$ cat src/rtl/imu_poll_ctrl.sv
// Poll pacer for jb_imu: periodic start, frame latch with sequence number, timeout/overrun/fault tracking.
// Build option IMU_TIMESTAMP_EN adds a free-running cycle counter and the sample_ts output.
module imu_poll_ctrl #(
    parameter int POLL_DIV    = 250000,
    parameter int TIMEOUT_CYC = 100000,
    parameter int MAX_FAIL    = 3
) (
    input  logic        clock,
    input  logic        reset,
    input  logic        enable,
    input  logic        imu_done,
    input  logic [47:0] imu_att,
    input  logic [47:0] imu_rate,
    input  logic [47:0] imu_accel,
    output logic        imu_start,
    output logic [47:0] att,
    output logic [47:0] rate,
    output logic [47:0] accel,
    output logic        sample_valid,
    output logic [7:0]  sample_seq,
    output logic        timeout_pulse,
    output logic        overrun,
    output logic        fault
`ifdef IMU_TIMESTAMP_EN
    ,
    output logic [31:0] sample_ts
`endif
);

    localparam int PD_W = (POLL_DIV > 1) ? $clog2(POLL_DIV) : 1;
    localparam int TO_W = (TIMEOUT_CYC > 1) ? $clog2(TIMEOUT_CYC) : 1;
    localparam int FL_W = $clog2(MAX_FAIL + 1);

    localparam logic [PD_W-1:0] PD_LAST = PD_W'(POLL_DIV - 1);
    localparam logic [TO_W-1:0] TO_LAST = TO_W'(TIMEOUT_CYC - 1);
    localparam logic [FL_W-1:0] FL_MAX  = FL_W'(MAX_FAIL);

    typedef enum logic [1:0] {IDLE, START, WAIT} state_t;

    state_t          state;
    state_t          state_nxt;
    logic [PD_W-1:0] per_cnt;
    logic [TO_W-1:0] to_cnt;
    logic [FL_W-1:0] fail_cnt;
    logic            done_d;
    logic            done_rise;
    logic            tick;
    logic            latch_p0;
    logic            abandon_p0;
    logic            ovr_p0;

    function automatic logic [FL_W-1:0] sat_inc(input logic [FL_W-1:0] v);
        return (v >= FL_MAX) ? FL_MAX : v + FL_W'(1);
    endfunction

    assign tick      = enable && (per_cnt == PD_LAST);
    assign done_rise = imu_done && !done_d;

    always_ff @(posedge clock or negedge reset) begin
        if (!reset) begin
            per_cnt <= '0;
            done_d  <= 1'b0;
            state   <= IDLE;
        end else begin
            done_d <= imu_done;
            state  <= state_nxt;
            if (!enable || per_cnt == PD_LAST)
                per_cnt <= '0;
            else
                per_cnt <= per_cnt + PD_W'(1);
        end
    end

    always_comb begin
        state_nxt  = state;
        latch_p0   = 1'b0;
        abandon_p0 = 1'b0;
        case (state)
            IDLE:  if (tick) state_nxt = START;
            START: state_nxt = WAIT;
            WAIT: begin
                // done wins over a coincident timeout terminal count
                if (done_rise) begin
                    latch_p0  = 1'b1;
                    state_nxt = IDLE;
                end else if (to_cnt == TO_LAST) begin
                    abandon_p0 = 1'b1;
                    state_nxt  = IDLE;
                end
            end
            default: state_nxt = IDLE;
        endcase
    end

    always_ff @(posedge clock or negedge reset) begin
        if (!reset)
            to_cnt <= '0;
        else if (state == START)
            to_cnt <= '0;
        else if (state == WAIT)
            to_cnt <= to_cnt + TO_W'(1);
    end

    // output stage: registered pulses and the latched frame
    always_ff @(posedge clock or negedge reset) begin
        if (!reset) begin
            imu_start     <= 1'b0;
            sample_valid  <= 1'b0;
            timeout_pulse <= 1'b0;
            ovr_p0        <= 1'b0;
            overrun       <= 1'b0;
            att           <= '0;
            rate          <= '0;
            accel         <= '0;
            sample_seq    <= '0;
            fail_cnt      <= '0;
            fault         <= 1'b0;
        end else begin
            imu_start     <= (state == START);
            sample_valid  <= latch_p0;
            timeout_pulse <= abandon_p0;
            // overrun lines up with the edge where the dropped start would have risen
            ovr_p0        <= tick && (state != IDLE);
            overrun       <= ovr_p0;
            if (latch_p0) begin
                att        <= imu_att;
                rate       <= imu_rate;
                accel      <= imu_accel;
                sample_seq <= sample_seq + 8'd1;
                fail_cnt   <= '0;
                fault      <= 1'b0;
            end else if (abandon_p0) begin
                fail_cnt <= sat_inc(fail_cnt);
                fault    <= (sat_inc(fail_cnt) == FL_MAX);
            end
        end
    end

`ifdef IMU_TIMESTAMP_EN
    logic [31:0] ts_cnt;

    always_ff @(posedge clock or negedge reset) begin
        if (!reset) begin
            ts_cnt    <= '0;
            sample_ts <= '0;
        end else begin
            ts_cnt <= ts_cnt + 32'd1;
            if (latch_p0)
                sample_ts <= ts_cnt;
        end
    end
`endif

endmodule
$ cat config.mk
export PLATFORM = sky130hd
export DESIGN_NAME = imu_poll_ctrl
export DESIGN_NICKNAME = d
export VERILOG_FILES = /design/src/rtl/imu_poll_ctrl.sv
export SDC_FILE = /design/constraint.sdc
export NUM_CORES = 1
export LEC_CHECK = 0
export ABC_AREA = 1
export CAP_MARGIN = 20
export CELL_PAD_IN_SITES_DETAIL_PLACEMENT = 1
export CELL_PAD_IN_SITES_GLOBAL_PLACEMENT = 2
export CORE_AREA = 2 2 170 188
export DETAILED_ROUTE_END_ITERATION = 7
export DIE_AREA = 0 0 172 190
export GPL_ROUTABILITY_DRIVEN = 0
export HOLD_SLACK_MARGIN = 0.03
export PLACE_DENSITY_LB_ADDON = 0.1
export SLEW_MARGIN = 20
export SYNTH_ARGS = -nofsm -noshare
export SYNTH_HDL_FRONTEND = slang
export SYNTH_SLANG_ARGS = --single-unit
$ cat constraint.sdc
create_clock -name clock -period 4.8 [get_ports clock]
set_input_delay 0.48 -clock clock [delete_from_list [all_inputs] [get_ports clock]]
set_output_delay 0.48 -clock clock [all_outputs]
set_load 0.1 [all_outputs]
* Word level (Yosys, flattened, before mapping)
Index checks and enable logic that the tools add are counted.
** Storage, ports and cells
- Input port bits :: 148
- RAM bits :: 0
- Output and inout bits :: 157
- Register bits :: 198
- Bits in read-only memories :: 0
- Latch bits :: 0
- Logic and storage cells :: 55
- Memories kept :: 0
** Cells by class
- Reduce and logical (&&, ||, !) cells :: 11
- Shift operators :: 0
- Multiply operators :: 0
- Add/subtract/negate cells :: 4
- Bitwise logic cells :: 0
- Eq/ne operators :: 7
- Mux-type cells :: 17
- $lt $le $gt $ge :: 1
- Divide/modulo/power cells :: 0
** Operators by type and width (number)
- 2-to-1 mux 17 bit :: 2
- adder 18 x 1 -> 18 bit, second input constant :: 1
- equality test 18 bit, second input constant :: 1
- 2-to-1 mux 18 bit :: 1
- adder 17 x 1 -> 17 bit, second input constant :: 1
- equality test 17 bit, second input constant :: 1
- 2-to-1 mux 2 bit :: 6
- adder 8 x 1 -> 8 bit, second input constant :: 1
- 2-to-1 mux 1 bit :: 7
- one-hot mux 2 bit (3 select lines) :: 1
- nonzero test 2 bit :: 3
- equality test 2 bit, second input constant :: 2
- logical AND 1 bit :: 3
- != test 3 bit, second input constant :: 1
- adder 2 x 1 -> 2 bit, second input constant :: 1
- equality test 2 x 1 -> 1 bit, second input constant :: 1
- greater-or-equal comparator 2 bit, second input constant :: 1
- logical NOT 1 bit :: 2
- logical NOT 2 bit :: 1
- != test 2 bit, second input constant :: 1
- AND reduction 2 bit :: 1
- logical OR 1 bit :: 1

* Longest topological paths before layout
Gate-level depths: netlist (run 1).
- Depth in word-level cells :: 6
- Gate-level depth with buffers :: 10
- Mapped depth without buffers :: 9

* Worst setup path before layout (run 1)
No wires, ideal clock.
- Path kind :: register to register
- Start :: reg sample_seq[0]
- End :: reg sample_seq[6]
- Data required time :: 4642 ps
- Buffers on the path :: 0
- Setup slack :: 2883 ps
- Stages on the path, launching flop included :: 6
- Library setup time :: 158 ps
- Arrival time :: 1759 ps
- Cell sequence :: dfrtp_1 > ha_1 > inv_1 > nor3b_1 > nand3_1 > xnor2_1
** On the way
- Longest elaborated chain between the ends :: 1
** Ends and longest elaborated chain
- start: declaration :: RTL line 20 : output logic [7:0] sample_seq,
- start signal: assignment :: RTL line 129 : sample_seq <= sample_seq + 8'd1;
- adder 8 x 1 -> 8 bit :: RTL line 129
Every way passes these cells.
A chain may end at the register's enable or synchronous reset.

* Worst setup path after layout (run 1)
- Start :: reg sample_seq[4]
- End :: out sample_seq[4]
No word-level cell between the ends.

==> results of run 1 <==
-- cells by family (layout without fill, tap and decap cells) --
kind of cell	after synthesis	in the layout	synth area share
simple gates	602	602	0.308
flops	198	198	0.604
buf+inv	72	379	0.0384
compound gates	32	32	0.0206
xor+xnor	17	17	0.0182
fa+ha+maj	7	7	0.0107
other cells	0	1	0
-- worst paths after layout --
kind	startpoint	endpoint	slack (ns)	cells after the start
setup / recovery	sample_seq[4]$_DFFE_PN0P_	sample_seq[4]	2.25	1
hold / removal	reset	att[11]$_DFFE_PN0P_	0.12	1
setup reg to reg	state[0]$_DFFE_PN0P_	sample_seq[2]$_DFFE_PN0P_	2.75	6
hold reg to reg	ovr_p0$_DFF_PN0_	overrun$_DFF_PN0_	0.36	0
max in group asynchronous	reset	rate[26]$_DFFE_PN0P_	3.63	2
min in group clock	ovr_p0$_DFF_PN0_	overrun$_DFF_PN0_	0.36	0
-- cells in the mapped netlist (10+ instances only) --
master	number
sky130_fd_sc_hd__a21oi_1	17
sky130_fd_sc_hd__buf_2	20
sky130_fd_sc_hd__clkbuf_1	12
sky130_fd_sc_hd__dfrtp_1	198
sky130_fd_sc_hd__inv_1	35
sky130_fd_sc_hd__nand2_1	490
sky130_fd_sc_hd__nand3_1	21
sky130_fd_sc_hd__nor2_1	35
sky130_fd_sc_hd__nor2_2	17
sky130_fd_sc_hd__xor2_1	10
-- per-layer routing --
layer,share of wire,vias up,global-route usage,wire [um]
li1,-,3421,-,-
met1,0.42,3328,0.194,11000
met2,0.48,212,0.270,12600
met3,0.084,20,0.0601,2200
met4,0.014,0,0.0469,373
met5,0,-,0,0
-- flip-flops by register name, summed over array words and instances, names as in the netlist, 2 cells and up --
register,count
accel,48
att,48
fail_cnt,2
per_cnt,18
rate,48
sample_seq,8
state,2
to_cnt,17
-- through the flow --
step	total power [mW]	std cells	hold slack (ns)	cell area, sq um	utilization
floorplan	1.72	928	0.184	8200	-
global placement	1.88	1623	0.351	11700	0.377
detailed placement	1.88	1623	0.351	11700	0.377
CTS	3.29	1655	0.145	12200	0.394
global route	3.36	1656	0.157	12200	0.394
finish	3.22	1656	0.118	12200	0.394
-- final cells by class --
cell class / count / share of cell area
flip-flops and latches: 198 / 0.406
inverters: 36 / 0.0113
well taps: 420 / 0.0430
repair buffers: 311 / 0.255
clock inverters: 11 / 0.00758
clock buffers: 21 / 0.0369
diodes: 1 / 0.000205
multi-input cells: 658 / 0.241
-- report_power, final --
group	total (mW)	switching [mW]	internal [mW]
registers	1.67	0.00367	1.67
logic	0.168	0.0594	0.108
clock network	1.38	0.689	0.691
==> summary by stage, run 1 <==
Drt
The count of antenna-violating nets left after detailed routing is 0. Using the TritonRoute via totals, the vias-per-cell ratio works out to 4.22. For this block, the via count after detailed routing is 6981. The first detailed-routing pass took 4 iterations. The routed length per placed instance is 15.8 um. The starting DRC count in detailed routing is 299.

For this run, design rule violations remaining after detail routing come to 0. The total wirelength of the detailed-routed design is 26200 um.

Cells and area
In the final layout, flip-flops and latches occupy 4950 sq um. Summing all multi-input logic gate instances after layout gives 2940 sq um. The area growth from synthesis to layout is 48.9%. In the layout the commonest cells are sky130_fd_sc_hd__nand2_1 (490), sky130_fd_sc_hd__clkdlybuf4s50_1 (303), sky130_fd_sc_hd__dfrtp_1 (198), sky130_fd_sc_hd__nor2_1 (35), sky130_fd_sc_hd__inv_1 (34).

The net count reported at finish is 1377. The fraction of layout cells with a size suffix above 1 is 0.0664. The filler cells instantiated in the layout total 3635. The leading cell type in the layout, fill and taps excluded is sky130_fd_sc_hd__nand2_1.

Global routing
The number of global-route vias before repair came to 7223. The number of antenna violations at the first check in global routing was 1. The first-pass GRT wire length is 40700 um.

The total congestion overflow is 0. The largest net degree at the start of global routing is 92. Across every metal layer, demand over resource in global routing totals 0.162.

Clocking
The post-CTS setup buffer count is 0. The number of clock sinks is 198. In this run, post-CTS hold repair placed 0 buffers. The H-tree level count is 4. TritonCTS built the clock tree. The insertion delay of the later-clocked pin in the worst-skew pair is 0.44 ns. The number of gates resized after CTS was 0. The total CTS buffers is 17. The longest clock path from root to sink contains 2 buffers.

The tree is rooted in a sky130_fd_sc_hd__clkbuf_16. The clock transition at the registers of the reported paths is 0.07 ns.

Timing
The final-report hold violation count came to 0. The measured slew at the worst slew-check pin is 1.09 ns. Setup repair after global routing left no endpoint under its margin. Setup slack closes at 2.25 ns. The number of slew-limit violations in the final report came to 0. The remaining max-slew budget at the tightest pin is 0.270.

Summed over all failing endpoints, the final setup total negative slack is 0 ns. The achievable clock frequency is 393 MHz. The final cycle utilization of the critical path is 0.530. On the final layout, the worst clock skew is 0.0127 ns. The total setup violations reported at the end of the flow is 0. Counting I/O delays and the setup requirement, the final critical path takes 2.55 ns.

Floorplanning
The horizontal die dimension is 172 um. The floorplan step defined a die boundary enclosing 32700 sq um. The standard cell core area is 31000 sq um.

The initial cell density of the core is 0.265. The floorplan has 68 rows. The die is 190 um tall.

The count of boundary I/O pins is 305.

Synth
The share of Yosys cell area claimed by the top area cell type is 0.604. The number of enable-type register cells in the synthesized netlist is 0. The cell count after synthesis is 928. The number of distinct library cells after synthesis is 32. The post-synthesis average cell area is 8.84 sq um. During synthesis, Yosys emitted a total of 0 warnings.

The portion of the post-synthesis area used by sequential elements is 0.604. Ranked by total cell area, the synthesized netlist is headed by sky130_fd_sc_hd__dfrtp_1 (60%), sky130_fd_sc_hd__nand2_1 (22%), sky130_fd_sc_hd__inv_1 (1.6%), sky130_fd_sc_hd__nor2_1 (1.6%), sky130_fd_sc_hd__nor2_2 (1.3%). The most area-hungry cell type in the Yosys netlist is sky130_fd_sc_hd__dfrtp_1. The register bit total from synthesis is 198. The cell area that synthesis handed to floorplanning was 8200 sq um.

Counting every net in the synthesized netlist gives 1083. The flip-flop cell with the highest count after synthesis is sky130_fd_sc_hd__dfrtp_1. The fraction of synthesis flops using an asynchronous set or reset pin is 1.00.

Worst setup path
The critical path data required time is 4.32 ns. The data arrival time at the worst-slack endpoint is 2.07 ns. The worst setup path is launched from a register. Of all nets on the critical path, the largest fanout is 3. Together, buffers and inverters on the worst path number 1.

The signal on the critical path passes through clkdlybuf4s50_1. In this design, the stage delay of the slowest critical-path cell is 1.22 ns. The kind of end point of the critical path is an output pin.

The worst setup path is of the register to output pin kind. The critical-path cell with the highest stage delay is sky130_fd_sc_hd__clkdlybuf4s50_1. The kind of cell adding the most delay to the critical path is buffers and inverters.

Place
The half-perimeter wire length after detailed placement is 18500 um. The post-place setup slack is 2.41 ns. The number of buffers inserted by port buffering is 304.

Min path
The path class of the tightest hold or removal check is input port to async pin.

Run status
The run finished with clean final reports.

Pwr
The maximum vdd ir drop is 168 uV. For this design the ratio of total power to cell area is 264 nW/um^2. The static leakage is 5.91 nW.

Job
The number of max-cap violations is 0.
Power figures use the tool's default switching activity.
==> run 2, diff against run 1 <==
- CORE_AREA: 2 2 170 188 -> 2 2 184 204
- DIE_AREA: 0 0 172 190 -> 0 0 186 206
- clock period: 4.8 -> 2.3 ns (I/O delays scaled with it)
==> run 2 against run 1 <==
Utilization down 6.4 points. Non-clock buffer count up 7. Routed wire length up 6.9%. First-iteration DRC count down 26%. Largest cell class unchanged.
==> summary by stage, run 2 (synthesis results as in run 1) <==
Floorplanning
The die covers 38300 sq um. The site row count is 74. The horizontal die dimension is 186 um. The count of boundary I/O pins is 305. The initial cell density of the core is 0.224. The height of the chip is 206 um. The floorplan step defined a core boundary enclosing 36600 sq um.

Drt
The starting DRC count in detailed routing is 221. After detailed routing, the average wire length per cell comes to 16.1 um. The pre-antenna-repair detailed-routing pass consisted of 4 iterations. Summed over all layers, the routed wires come to 28000 um.

The number of vias after detailed routing is 6965. The detail route stage leaves a number of antenna-violating nets equal to 0. The number of vias per cell after detailed routing is 4.01. The residual DRC count is 0.

Cells and area
The count of filler cells inserted in the layout is 4274. The largest registers in the layout are accel x48, att x48, rate x48. The net count of the finished layout is 1384.

The area added between synthesis and finish is 47.3%. The fraction of layout cells with a size suffix above 1 is 0.200. In the layout the commonest cells are sky130_fd_sc_hd__nand2_1 (490), sky130_fd_sc_hd__dfrtp_1 (198), sky130_fd_sc_hd__buf_4 (164), sky130_fd_sc_hd__clkdlybuf4s50_1 (146), sky130_fd_sc_hd__nor2_1 (35). Leaving out fill and tap cells, the most frequent cell in the layout is sky130_fd_sc_hd__nand2_1.

At the end of the flow the core is filled with cells to 0.330. The antenna diode instance count is 0.

Clocking
The number of cells upsized or downsized after cts is 0. After clock tree synthesis, the clock-pin slew on the worst setup and hold paths is 0.07 ns. The cell sitting at the root of the clock tree is a sky130_fd_sc_hd__clkbuf_16. The number of clock sinks is 198. The TritonCTS clock tree is yes. The clock tree synthesis step divided the H-tree into 4 levels. The insertion delay of the later-clocked pin in the worst-skew pair is 0.45 ns. The total CTS buffers is 17. In this run the deepest clock path goes through 2 buffers.

Timing
Adding up every negative setup slack in the final design gives 0 ns. Setup repair after global routing left no endpoint under its margin. The smallest clock period supported by the final layout is computed as 1.84 ns. Of the available clock period, the critical path in the final layout requires 0.799. Static timing analysis puts the maximum clock frequency at 544 MHz. The final-report hold violation count is 0.

The total setup violations reported at the end of the flow is 0. The post-route clock skew is 0.00773 ns. The number of slew-limit violations in the final report is 0. The remaining max-slew budget at the tightest pin is 0.656.

For the pin with the worst max-slew slack, the measured transition is 0.517 ns.

Worst setup path
The top fanout value on the critical path is 11. The type of the worst setup path is register to register. The worst setup path is launched from a register.

At the worst endpoint, the required time is 2.64 ns. STA puts the critical path data arrival time at 2.18 ns. The launching point of the worst reg2reg path is state[0]$_DFFE_PN0P_.

The critical path starts at state[0]$_DFFE_PN0P_. The kind of end point of the critical path is a register.

Pwr
For this design the static power due to leakage is 6.32 nW. Power spread over the standard cell area amounts to 580 nW/um^2. Across the VDD grid, the largest voltage drop is 484 uV.

Run status
The flow ran to the end, and the final reports show no timing, DRC or antenna violations.

Global routing
Entering global routing, the biggest net connects 90 pins. The total congestion overflow is 0. The number of antenna violations at the first check in global routing is 0. The number of global-route vias before repair is 7249. The first-pass GRT wire length is 42300 um.

In the global route stage, overall resource usage came out at 0.146.

Place
The number of buffers inserted by port buffering is 304. The half-perimeter wire length after detailed placement is 20000 um.

Job
The number of max-cap violations is 0.

Min path
The path type of the worst min-delay path is input port to async pin.
## run 2: layout make-up
class / count / area, sq um / share of cell area
clock buffers: 18 / 439 / 0.0363
clock inverters: 14 / 159 / 0.0131
inverters: 36 / 138 / 0.0114
multi-input cells: 658 / 2940 / 0.243
flip-flops and latches: 198 / 4950 / 0.410
well taps: 494 / 618 / 0.0511
repair buffers: 318 / 2840 / 0.235
## run 2: power breakdown
group | switching, mW | leakage [nW] | internal, mW
Combinational | 0.129 | 3.28 | 0.235
Sequential | 0.00502 | 2.76 | 3.48
Clock | 1.43 | 0.287 | 1.73
## run 2: path summary, 6_finish.rpt
check	end	slack, ns	depth (start not counted)
worst max-delay path	to_cnt[15]$_DFFE_PN0P_	0.46	9
worst min-delay path	accel[30]$_DFFE_PN0P_	0.31	2
worst max register to register	to_cnt[15]$_DFFE_PN0P_	0.46	9
worst min register to register	overrun$_DFF_PN0_	0.36	0
max in group asynchronous	att[2]$_DFFE_PN0P_	1.24	3
min in group clock	accel[13]$_DFFE_PN0P_	0.31	3
## run 2: what timing repair did
action                    4_1_cts  5_1_grt
buffers inserted                0        0
hold buffers                    1        0
hold endpoints to repair       51        0
## run 2: metal layers
metal,share of wire,GRT usage
met5,0,0
met4,0.016,0.0517
met3,0.075,0.0460
met2,0.50,0.252
met1,0.41,0.170
## run 2: metrics by stage
stage               std cells  power [mW]  cell area (sq um)  hold slack [ns]  setup slack (ns)
detailed placement       1703        3.93              11500            0.240             0.433
finish                   1736        7.01              12100            0.305             0.463
floorplan                 928        3.58               8200          -0.0656             0.383
global route             1736        7.32              12100            0.287             0.242
global placement         1703        3.93              11500            0.244             0.444
CTS                      1736        7.18              12100            0.270             0.409
## run 2: critical path, stage by stage, from the launching register on
cell and delay (ns):
sky130_fd_sc_hd__dfrtp_1 0.38, sky130_fd_sc_hd__inv_1 0.09, sky130_fd_sc_hd__ha_1 0.49, sky130_fd_sc_hd__nand2_1 0.15, sky130_fd_sc_hd__nor2_4 0.16, sky130_fd_sc_hd__nand3_4 0.13, sky130_fd_sc_hd__nor2_4 0.15, sky130_fd_sc_hd__nand3_1 0.07
sky130_fd_sc_hd__nand2_1 0.07, sky130_fd_sc_hd__nor2_1 0.04
